File: src/rtl/bram_port_ctrl.sv
// Client-side port controller for a single-port BRAM: request stream to BRAM cycles, read data after 2 cycles.
// Read responses are buffered in a 2-entry FIFO, and request acceptance stalls while that buffer is full; the bulk-clear sweep blocks requests.
module bram_port_ctrl #(
  parameter int ADDR_WIDTH = 10,
  parameter int DATA_WIDTH = 8
) (
  input  logic                  clk,
  input  logic                  reset_n,
  input  logic                  req_valid,
  output logic                  req_ready,
  input  logic                  req_we,
  input  logic [ADDR_WIDTH-1:0] req_addr,
  input  logic [DATA_WIDTH-1:0] req_wdata,
  output logic                  rsp_valid,
  input  logic                  rsp_ready,
  output logic [DATA_WIDTH-1:0] rsp_rdata,
  input  logic                  clr_start,
  input  logic [DATA_WIDTH-1:0] clr_value,
  output logic                  busy,
  output logic                  clr_done,
  output logic                  mem_we,
  output logic [ADDR_WIDTH-1:0] mem_addr,
  output logic [DATA_WIDTH-1:0] mem_din,
  input  logic [DATA_WIDTH-1:0] mem_dout
);

  localparam logic [0:0] ST_IDLE  = 1'b0;
  localparam logic [0:0] ST_CLEAR = 1'b1;
  localparam logic [ADDR_WIDTH-1:0] LAST_ADDR = '1;
  localparam logic [ADDR_WIDTH-1:0] ADDR_ONE  = {{(ADDR_WIDTH-1){1'b0}}, 1'b1};

  logic [0:0]            state_q, state_d;
  logic [ADDR_WIDTH-1:0] cnt_q, cnt_d;
  logic [DATA_WIDTH-1:0] clr_val_q, clr_val_d;
  logic                  clr_done_q, clr_done_d;
  logic                  rd_pend_q, rd_pend_d;

  logic [DATA_WIDTH-1:0] fifo_q [2];
  logic                  wr_ptr_q, rd_ptr_q;
  logic [1:0]            count_q, count_d;

  logic                  is_idle;
  logic                  accept;
  logic                  push;
  logic                  pop;
  logic [1:0]            slots_used;

  // An issued read reserves its FIFO slot so the BRAM data always has somewhere to land.
  always_comb begin
    is_idle    = (state_q == ST_IDLE);
    slots_used = count_q + {1'b0, rd_pend_q};
    req_ready  = reset_n && is_idle && !clr_start && (slots_used < 2'd2);
    accept     = req_valid && req_ready;
    rd_pend_d  = accept && !req_we;
    push       = rd_pend_q;
    rsp_valid  = (count_q != 2'd0);
    rsp_rdata  = fifo_q[rd_ptr_q];
    pop        = rsp_valid && rsp_ready;
    busy       = (state_q == ST_CLEAR);
    clr_done   = clr_done_q;
  end

  always_comb begin
    count_d = count_q;
    case ({push, pop})
      2'b10:   count_d = count_q + 2'd1;
      2'b01:   count_d = count_q - 2'd1;
      default: count_d = count_q;
    endcase
  end

  always_comb begin
    state_d    = state_q;
    cnt_d      = cnt_q;
    clr_val_d  = clr_val_q;
    clr_done_d = 1'b0;
    case (state_q)
      ST_IDLE: begin
        if (clr_start) begin
          state_d   = ST_CLEAR;
          cnt_d     = '0;
          clr_val_d = clr_value;
        end
      end
      default: begin
        cnt_d = cnt_q + ADDR_ONE;
        if (cnt_q == LAST_ADDR) begin
          state_d    = ST_IDLE;
          clr_done_d = 1'b1;
        end
      end
    endcase
  end

  always_comb begin
    if (state_q == ST_CLEAR) begin
      mem_we   = 1'b1;
      mem_addr = cnt_q;
      mem_din  = clr_val_q;
    end else begin
      mem_we   = accept && req_we;
      mem_addr = req_addr;
      mem_din  = req_wdata;
    end
  end

  always_ff @(posedge clk or negedge reset_n) begin
    if (!reset_n) begin
      state_q    <= ST_IDLE;
      cnt_q      <= '0;
      clr_val_q  <= '0;
      clr_done_q <= 1'b0;
      rd_pend_q  <= 1'b0;
      wr_ptr_q   <= 1'b0;
      rd_ptr_q   <= 1'b0;
      count_q    <= 2'd0;
    end else begin
      state_q    <= state_d;
      cnt_q      <= cnt_d;
      clr_val_q  <= clr_val_d;
      clr_done_q <= clr_done_d;
      rd_pend_q  <= rd_pend_d;
      count_q    <= count_d;
      if (push) wr_ptr_q <= ~wr_ptr_q;
      if (pop)  rd_ptr_q <= ~rd_ptr_q;
    end
  end

  always_ff @(posedge clk) begin
    if (push) fifo_q[wr_ptr_q] <= mem_dout;
  end

endmodule

File: config.mk
export PLATFORM = sky130hd
export DESIGN_NAME = bram_port_ctrl
export DESIGN_NICKNAME = d
export VERILOG_FILES = /design/src/rtl/bram_port_ctrl.sv
export SDC_FILE = /design/constraint.sdc
export NUM_CORES = 1
export LEC_CHECK = 0
export CORE_MARGIN = 10
export CORE_UTILIZATION = 40
export CTS_CLUSTER_DIAMETER = 50
export DETAILED_ROUTE_END_ITERATION = 6
export PLACE_DENSITY_LB_ADDON = 0.08
export SLEW_MARGIN = 20
export SYNTH_ARGS = -nofsm -noshare
export SYNTH_HDL_FRONTEND = slang
export SYNTH_SLANG_ARGS = --single-unit
File: constraint.sdc
create_clock -name clk -period 1.8 [get_ports clk]
set_input_delay 0.36 -clock clk [delete_from_list [all_inputs] [get_ports clk]]
set_output_delay 0.36 -clock clk [all_outputs]
set_load 0.02 [all_outputs]
* Yosys cells after proc, flatten, opt, wreduce, memory -nomap -nowiden
Memory sizes are Yosys's and may differ from the RTL's.
Cells that the tools add are included.
** Operators by class
- Mux-type cells :: 13
- Add/sub/neg operators :: 4
- Equality and inequality tests :: 3
- Reduce and logical (&&, ||, !) cells :: 13
- Magnitude comparators :: 1
- Bitwise operators :: 3
** Operators by type and width (count)
- two-way mux 10 bit :: 3
- adder 10 x 1 -> 10 bit (second input constant) :: 1
- == test 10 bit (second input constant) :: 1
- two-way mux 1 bit :: 8
- two-way mux 8 bit :: 1
- logical AND 1 bit :: 7
- nonzero test 2 bit :: 3
- one-hot mux 2 bit (2 select lines) :: 1
- NOT 1 bit :: 3
- adder 2 x 1 -> 2 bit :: 1
- adder 2 x 1 -> 2 bit (second input constant) :: 1
- == test 2 x 1 -> 1 bit (second input constant) :: 1
- == test 2 bit (second input constant) :: 1
- zero test 1 bit :: 2
- less-than comparator 2 bit (second input constant) :: 1
- AND reduction 2 bit :: 1
- subtractor 2 x 1 -> 2 bit (second input constant) :: 1
** Storage, ports and cells
- Word-level logic and storage cells :: 46
- Memories kept :: 1
- Input bits :: 40
- Register bits :: 25
- Output and inout port bits :: 31
- Memory bits (writable) :: 16
** Memory list
- fifo_q :: words 2, bits a word 8, rd ports 1, clocked after memory_dff 0, wr ports 1, RTL line 38 : logic [DATA_WIDTH-1:0] fifo_q [2];

* Longest topological paths before layout
Gate-level depths: netlist (run 1).
- Depth in word-level cells :: 7
- Gate-level depth with buffers :: 6
- Gate-level depth less buffers :: 6

* Worst setup path before layout (run 1)
No wires, ideal clock.
- Kind :: register to output
- From :: reg state_q, in the netlist busy
- To :: out mem_addr[4]
- Buffers on the path :: 2
- Path slack :: 94 ps
- Data arrival time :: 1346 ps
- Cell stages (with the launch flop) :: 4
- Data required time :: 1440 ps
- Path through :: dfrtp_1 > buf_4 > buf_4 > o21ai_0
** On the way
- Cells in the longest elaborated chain, start to end :: 1
** Ends and longest elaborated chain
- start, declared :: RTL line 32 : logic [0:0] state_q, state_d;
- start signal, assigned :: RTL line 118 : state_q <= state_d;
- two-way mux 10 bit :: RTL line 96 : if (state_q == ST_CLEAR) begin
- end, declared :: RTL line 22 : output logic [ADDR_WIDTH-1:0] mem_addr,
No other way between the ends.

* Worst setup path in the final report (run 1)
- From :: reg rd_pend_q, in the netlist push
- To :: out mem_we
** On the way
- Cells in the longest elaborated chain, start to end :: 6
** Ends and longest elaborated chain
- start, declared :: RTL line 36 : logic rd_pend_q, rd_pend_d;
- start signal, assigned :: RTL line 122 : rd_pend_q <= rd_pend_d;
- adder 2 x 1 -> 2 bit :: RTL line 51 : slots_used = count_q + {1'b0, rd_pend_q};
- less-than comparator 2 bit :: RTL line 52 : req_ready = reset_n && is_idle && !clr_start && (slots_used < 2'd2);
- logical AND 1 bit :: RTL line 52
- logical AND 1 bit :: RTL line 53 : accept = req_valid && req_ready;
- logical AND 1 bit :: RTL line 101 : mem_we = accept && req_we;
- two-way mux 1 bit :: RTL line 96
- end, declared :: RTL line 21 : output logic mem_we,
No other way between the ends.

==> impl_metrics.yaml, run 1 <==
synthesis:
  ys_top_cells_by_area: "dfrtp_1, edfxtp_1, mux2_2, nand2_1, o311ai_1"
  synth_fp_nets: 201
  synth-compound-area-share_pct: 7.74
  synth-adder-area-share_pct: 1.29
  yosysTopAreaCell: "dfrtp_1"
  netlist_instances: 159
  ys_seq_area_share_pct: 57.0
  synth_top_family_by_area: "multiplexers"
  async_flop_share_pct: 61.0
  yosys_warnings: 0
  avgSynthCellArea_um2: 12.2
  netlist_area_mm2: 0.00194
  synth.area.mux_share_pct: 16.1
  yosys.area_share.simple_pct: 12.3
  synth_xor_area_share_pct: 2.26
  ys.flop_type: "dfrtp_1"
  ys_ff_latch: 41
  ys_types: 34
  synth-edff-count: 16
  synth_top_area_share_pct: 32.2
timing:
  grt_setup_unrepaired: "true"
  fin_ws_ns: -0.0184
  layout_min_cycle_time_ns: 1.82
  hold_viol_final: 0
  maxSlewViolCount: 0
  fin_crit_sh_pct: 101
  fmax_mhz: 550
  setup_viol: 1
  worst-slew-pin-transition_ns: 0.574
  relSlewSlack_pct: 61.7
  fin_skew_ns: 0.00725
placement:
  place_congestion: 0.750
  pre_cts_slack_ns: -0.481
  dpl.hpwl_mm: 3.93
  port_buffers: 70
grt:
  grt_start_max_net_pins: 26
  grt_use_total_pct: 13.0
  grt_pass1_wl_mm: 8.01
  antenna_found_initial: 0
  grt_overflow: 0
  grt_pass1_vias: 1617
min_path:
  min_path_cells: 2
  min_path_type: "reg -> reg"
critical_path:
  rr_worst_depth: 7
  worst_ep_required_time_ns: 1.44
  worstPathArrival_ns: 1.46
  startpoint_type: "register"
  crit_fanout: 3
  crit_type: "reg -> out"
  cp-end-kind: "output port"
floorplanning:
  die-height_um: 89.7
  num_rows: 25
  start_util_pct: 41.1
  dieArea_mm2: 0.00804
  io_pins: 71
  core_mm2: 0.00472
  die_x_um: 89.7
outcome:
  status: "finished, violations left"
  violations: "negative setup slack"
layout:
  fin_nets: 292
  num_antenna_cells: 0
  most-common-layout-cells: "clkdlybuf4s50_1, nand2_1, dfrtp_1, buf_4, mux2_2"
  drive_above_1_share_pct: 37.5
  final_common_cell: "clkdlybuf4s50_1"
  syn_to_final_growth_pct: 50.8
  fillers: 401
drt:
  vias_per_cell: 4.82
  drc: 0
  drt-wirelength-per-cell_um: 16.1
  dr.pass1.iters: 4
  routed_wl_mm: 5.12
  vias: 1533
  ant_nets: 0
  initialDrtViolationCount: 39
clock_tree:
  clockRootBuffer: "clkbuf_8"
  cts_num_sinks: 41
  postCtsHoldBufs: 0
  cts_tree: "yes"
  cts_buffers: 5
  cts.clk_slew.worst_paths_ns: 0.08
  cts_max_level: 2
  cts_buffer_depth: 2
  insertion_delay_ns: 0.29
power_and_ir_drop:
  peakVddDrop_uv: 653
  total_power_mw: 4.04
  p_leak_nw: 1.30
  p_per_area_mw_per_mm2: 1380
job:
  drv_cap: 0
## stage by stage
stage / setup TNS [ns] / hold WS [ns] / instance area [um^2] / std cells / util [%]
finish: -0.0184 / 0.479 / 2930 / 318 / 62.0
global route: -0.0855 / 0.506 / 2930 / 318 / 62.0
CTS: -0.115 / 0.477 / 2920 / 318 / 61.8
detailed placement: -3.42 / 0.458 / 2810 / 305 / 59.4
global placement: -3.01 / 0.456 / 2810 / 305 / 59.4
floorplan: 0 / 0.0644 / 1940 / 159 / -
## cell usage after synthesis (3+ instances only)
cell type	instances
nand2_1	26
dfrtp_1	25
mux2_2	25
edfxtp_1	16
a21oi_1	6
inv_1	5
nor2_1	5
o311ai_1	4
o41ai_1	4
buf_2	3
buf_4	3
mux2i_1	3
nand2b_1	3
nand4_1	3
xor2_1	3
## routing by layer
layer | GRT usage [%] | vias to the layer above | routed length (um)
li1 | - | 752 | -
met4 | 4.77 | 0 | 80
met3 | 3.52 | 8 | 254
met1 | 14.4 | 728 | 2120
met5 | 0 | - | 0
met2 | 23.4 | 45 | 2670
## worst max-delay path: stages (launching register included)
cell and delay [ns]:
dfrtp_1 0.40, and3_1 0.19, o211a_1 0.24, a31o_2 0.21, buf_6 0.13
## area by class of cell
cell class	count	area [um^2]	share of cell area, %
Sequential cell	41	1110	37.9
Inverter	5	18.8	0.641
Multi-Input combinational cell	105	796	27.2
Clock inverter	2	37.5	1.28
Tap cell	67	83.8	2.86
Clock buffer	6	82.6	2.82
Timing Repair Buffer	92	800	27.3
## state kept, by name (all words and copies together), names as in the netlist
name / cells
rd_ptr_q: 1
clr_done: 1
count_q: 2
wr_ptr_q: 1
busy: 1
fifo_q: 16
cnt_q: 10
push: 1
clr_val_q: 8
## power breakdown
group	switching, mW	internal, mW	total (mW)
registers	0.186	1.20	1.39
logic	0.961	0.931	1.89
clock network	0.311	0.451	0.762
## cells by family after synthesis
kind of cell / count (synthesis)
adder cells (fa/ha/maj): 2
buffers and inverters: 13
multiplexers: 28
AO/OA/AOI/OAI: 21
flip-flops: 41
AND/OR/NAND/NOR: 49
XOR/XNOR: 5
## what timing repair did
item / in CTS / in global routing
gates cloned: 1 / 0
buffers inserted: 4 / 1
resized for setup: 114 / 28
pin swaps: 0 / 5
setup endpoints to repair: 30 / 19
## path summary, 6_finish.rpt
kind / startpoint / endpoint / slack, ns
worst max-delay path: push / mem_we / -0.02
worst min-delay path: clr_val_q[7] / clr_val_q[7] / 0.48
worst max register to register: count_q[0] / count_q[1] / 0.10
worst min register to register: clr_val_q[7] / clr_val_q[7] / 0.48
max in group asynchronous: reset_n / busy / 1.03
min in group asynchronous: reset_n / push / 0.50
Note: power is estimated with default switching activity, not from simulation.
==> run 2: changes to the inputs <==
Settings changed: CORE_UTILIZATION 40 to 44.
==> run 2 against run 1 <==
  * The run still ends with negative setup slack left
  * Die area fell by 7.1%
  * Final area barely moved
  * Setup slack improved by 0.015 ns
  * Global-route usage rose by 0.63 points
  * Total power fell by 1.2%
  * Sequential share of layout area barely moved
  * Clock power fell by 8.1%
  * Cell count fell by 3.5%
  * Core utilization rose by 5.7 points
  * Largest cell class unchanged
==> impl_metrics.yaml, run 2 (same netlist as run 1, synthesis figures left out) <==
critical_path:
  crit_fanout: 3
  startpoint_type: "register"
  cp-end-kind: "output port"
  worst_ep_required_time_ns: 1.44
  worstPathArrival_ns: 1.44
  crit_type: "reg -> out"
timing:
  whs_ns: 0.485
  fin_crit_sh_pct: 100
  worst-slew-pin-transition_ns: 0.568
  setup_viol: 1
  grt_setup_unrepaired: "true"
  maxSlewViolCount: 0
  hold_viol_final: 0
  fmax_mhz: 555
  layout_min_cycle_time_ns: 1.80
  relSlewSlack_pct: 62.1
  fin_ws_ns: -0.00308
  fin_skew_ns: 0.00917
layout:
  final_common_cell: "clkdlybuf4s50_1"
  top_regs: "fifo_q x16, cnt_q x10, clr_val_q x8"
  num_antenna_cells: 0
  most-common-layout-cells: "clkdlybuf4s50_1, nand2_1, dfrtp_1"
  stdcell_count: 307
  largest-register: "fifo_q"
  syn_to_final_growth_pct: 50.7
  postLayoutCellArea_mm2: 0.00292
  fin_nets: 297
  fillers: 334
  drive_above_1_share_pct: 38.0
  largest_register_ffs: 16
job:
  drv_cap: 0
drt:
  drt-wirelength-per-cell_um: 16.7
  ant_nets: 0
  routed_wl_mm: 5.12
  vias: 1574
  drc: 0
  initialDrtViolationCount: 64
  vias_per_cell: 5.13
  dr.pass1.iters: 4
clock_tree:
  cts_max_level: 2
  cts_buffers: 5
  cts_tree: "yes"
  cts_buffer_depth: 2
  insertion_delay_ns: 0.29
  postCtsHoldBufs: 0
  cts.clk_slew.worst_paths_ns: 0.08
  cts_num_sinks: 41
  clockRootBuffer: "clkbuf_8"
grt:
  grt_overflow: 0
  grt_pass1_wl_mm: 8.28
  grt_start_max_net_pins: 26
  grt_use_total_pct: 13.7
  grt_pass1_vias: 1736
  antenna_found_initial: 0
placement:
  postPlaceCellArea_mm2: 0.00279
  dpl.hpwl_mm: 3.81
  place_congestion: 0.792
  place_inst: 290
  port_buffers: 70
floorplanning:
  num_rows: 24
  die_x_um: 86.4
  dieArea_mm2: 0.00747
  core_mm2: 0.00432
  start_util_pct: 44.9
  die-height_um: 86.4
  io_pins: 71
power_and_ir_drop:
  p_leak_nw: 1.32
  total_power_mw: 3.99
  peakVddDrop_uv: 869
  p_per_area_mw_per_mm2: 1360
outcome:
  status: "finished, violations left"
  violations: "negative setup slack"
min_path:
  min_path_type: "reg -> reg"
## run 2: final timing paths
| path | slack, ns | end | from | depth (start not counted) |
|---|---|---|---|---|
| setup / recovery | -0.003 | mem_we | push | 4 |
| hold / removal | 0.48 | clr_val_q[2] | clr_val_q[2] | 2 |
| setup reg to reg | 0.13 | count_q[1] | count_q[0] | 7 |
| hold reg to reg | 0.48 | clr_val_q[2] | clr_val_q[2] | 2 |
| max in group asynchronous | 0.98 | busy | reset_n | 2 |
| min in group asynchronous | 0.56 | clr_val_q[6] | reset_n | 2 |
## run 2: through the flow
stage | setup slack [ns] | TNS (ns) | utilization, %
global route | -0.0566 | -0.199 | 67.6
global placement | -0.431 | -3.03 | 64.5
floorplan | 0.0935 | 0 | -
detailed placement | -0.465 | -3.24 | 64.5
finish | -0.00308 | -0.00308 | 67.6
CTS | -0.0954 | -0.332 | 67.1
## run 2: repair_timing
action | in CTS | in global routing
gates resized for setup | 103 | 42
pin swaps | 0 | 6
cloned | 2 | 0
setup buffers | 10 | 1
setup endpoints to repair | 30 | 28
## run 2: power breakdown
| part | internal (mW) | switching, mW | total [mW] |
|---|---|---|---|
| Sequential | 1.20 | 0.190 | 1.39 |
| Clock | 0.403 | 0.297 | 0.700 |
| Combinational | 0.928 | 0.973 | 1.90 |
| Total | 2.53 | 1.46 | 3.99 |
## run 2: critical path: stages, from the launching register on
cell and delay [ns]:
dfrtp_1 0.40, and3_1 0.19, o211a_1 0.23, a31o_2 0.21, buf_6 0.13
## run 2: layout make-up
| type | count | area (um^2) | share of cell area (%) |
|---|---|---|---|
| Clock buffer | 5 | 68.8 | 2.35 |
| Clock inverter | 2 | 35.0 | 1.20 |
| Timing Repair Buffer | 97 | 827 | 28.3 |
| Tap cell | 52 | 65.1 | 2.23 |
| Sequential cell | 41 | 1110 | 37.9 |
| Inverter | 5 | 18.8 | 0.642 |
| Multi-Input combinational cell | 105 | 801 | 27.4 |
## run 2: routing by layer
layer | track usage [%] | wire (um) | vias to the layer above
li1 | - | - | 765
met1 | 14.8 | 2040 | 750
met4 | 2.80 | 41 | 0
met3 | 5.91 | 361 | 4
met5 | 0 | 0 | -
met2 | 24.2 | 2680 | 55
==> run 3: changes to the inputs <==
Settings changed: ABC_CLOCK_PERIOD_IN_PS set to 1800, CORE_MARGIN 10 to 5, TNS_END_PERCENT set to 10.
==> run 3 against run 2 <==
  * The run still ends with negative setup slack left
  * Critical path depth is the same
  * Register-to-register slack lost 0.02 ns
  * Hold slack gained 0.0013 ns
  * Maximum frequency is essentially flat
  * Largest power group unchanged
==> impl_metrics.yaml, run 3 (same netlist as run 1, synthesis figures left out) <==
layout:
  final_common_cell: "clkdlybuf4s50_1"
  final_util_pct: 65.7
  syn_to_final_growth_pct: 46.4
  num_antenna_cells: 0
  largest-register: "fifo_q"
  stdcell_count: 302
  most-common-layout-cells: "clkdlybuf4s50_1, nand2_1, mux2_2"
  top_regs: "fifo_q x16, cnt_q x10, clr_val_q x8"
  fillers: 363
  postLayoutCellArea_mm2: 0.00284
  largest_register_ffs: 16
  multi_input_area_um2: 774
  drive_above_1_share_pct: 33.2
  fin_nets: 291
  seq_area_mm2: 0.00111
timing:
  setup_viol: 1
  fin_ws_ns: -0.00423
  worst-slew-pin-transition_ns: 0.514
  fin_skew_ns: 0.00889
  grt_setup_unrepaired: "true"
  fmax_mhz: 554
  hold_viol_final: 0
  fin_crit_sh_pct: 100
  layout_min_cycle_time_ns: 1.80
  finalSetupTns_ns: -0.00423
  relSlewSlack_pct: 65.7
  maxSlewViolCount: 0
  whs_ns: 0.486
clock_tree:
  cts.clk_slew.worst_paths_ns: 0.08
  clockRootBuffer: "clkbuf_8"
  cts_buffer_depth: 2
  cts_max_level: 2
  cts_num_sinks: 41
  cts_tree: "yes"
  postCtsHoldBufs: 0
  cts_buffers: 5
  insertion_delay_ns: 0.29
power_and_ir_drop:
  pwr-share-clk_pct: 18.3
  p_comb_share_pct: 45.3
  swShare_pct: 36.7
  seqPwrFrac_pct: 36.4
  p_per_area_mw_per_mm2: 1360
  p_leak_nw: 1.27
  p_int_mw: 2.45
  p_sw_mw: 1.42
  peakVddDrop_uv: 842
outcome:
  status: "finished, violations left"
  violations: "negative setup slack"
drt:
  vias_per_cell: 5.09
  ant_nets: 0
  drc: 0
  vias: 1537
  dr.pass1.iters: 4
  drt-wirelength-per-cell_um: 15.6
  initialDrtViolationCount: 44
  routed_wl_mm: 4.71
job:
  drv_cap: 0
critical_path:
  cp-end-kind: "output port"
  worst_ep_required_time_ns: 1.44
  crit_type: "reg -> out"
  startpoint_type: "register"
  worstPathArrival_ns: 1.44
  crit_fanout: 3
placement:
  dpl.hpwl_mm: 3.60
  place_congestion: 0.773
  postPlaceCellArea_mm2: 0.00279
  port_buffers: 70
  place_inst: 290
floorplanning:
  num_rows: 24
  core_mm2: 0.00432
  io_pins: 71
  start_util_pct: 44.9
  die-height_um: 76.4
  die_x_um: 76.4
  dieArea_mm2: 0.00584
grt:
  grt_pass1_vias: 1635
  grt_start_max_net_pins: 26
  grt_pass1_wl_mm: 7.62
  grt_use_total_pct: 16.4
  grt_overflow: 0
  antenna_found_initial: 0
min_path:
  min_path_type: "reg -> reg"
[run 3: cell types whose count changed in the layout (fill, tap and decap cells not counted), sizes merged]
cell	delta
clkbuf	-8
clkdlybuf4s50	-1
dlygate4sd2	+3
dlymetal6s2s	+1
buf	-3
clkdlybuf4s15	+3
[run 3: what timing repair did]
item,CTS,global route
gates resized for setup,107,7
setup buffers,2,2
endpoints found under the setup margin,30,18
pin swaps,2,5
[run 3: area by class of cell]
cell class | instances | area share [%]
Clock buffer | 6 | 2.55
Clock inverter | 2 | 1.19
Inverter | 5 | 0.661
Multi-Input combinational cell | 105 | 27.3
Sequential cell | 41 | 39.0
Tap cell | 52 | 2.29
Timing Repair Buffer | 91 | 27.1
[run 3: worst paths after layout]
kind	start	endpoint	slack [ns]	cells after the start
setup / recovery	count_q[0]	mem_we	-0.004	4
setup reg to reg	count_q[0]	count_q[1]	0.11	7
min in group asynchronous	reset_n	push	0.51	2
hold reg to reg	wr_ptr_q	wr_ptr_q	0.49	1
max in group asynchronous	reset_n	rd_ptr_q	1.03	2
hold / removal	wr_ptr_q	wr_ptr_q	0.49	1
[run 3: worst max-delay path, cell delays in order, from the launching register on]
cell     delay, ns
dfrtp_1       0.40
and3_1        0.19
o211a_1       0.23
a31o_2        0.21
buf_6         0.13
[run 3: per-stage QoR]
stage          worst slack, ns  power, mW
2_1_floorplan           0.0935       2.48
3_3_place_gp            -0.477       3.27
3_5_place_dp            -0.508       3.36
4_1_cts                -0.0414       3.88
5_1_grt                -0.0446       4.10
6_report              -0.00423       3.87
[run 3: routing by layer]
layer | vias up | part of all wire, % | track usage, % | wire [um]
met1 | 743 | 37 | 16.7 | 1730
met4 | 0 | 0.79 | 5.77 | 37
met3 | 2 | 5.3 | 5.08 | 250
met2 | 41 | 57 | 30.9 | 2690
met5 | - | 0 | 0 | 0
li1 | 751 | - | - | -
[run 3: power by group through the flow]
| stage | clock [mW] | sequential [mW] | combinational [mW] |
|---|---|---|---|
| after floorplan | 0 | 1.38 | 1.10 |
| after global placement | 0 | 1.42 | 1.85 |
| after detailed placement | 0 | 1.43 | 1.92 |
| after CTS | 0.724 | 1.41 | 1.75 |
| after global routing | 0.762 | 1.44 | 1.91 |
| final | 0.706 | 1.41 | 1.75 |
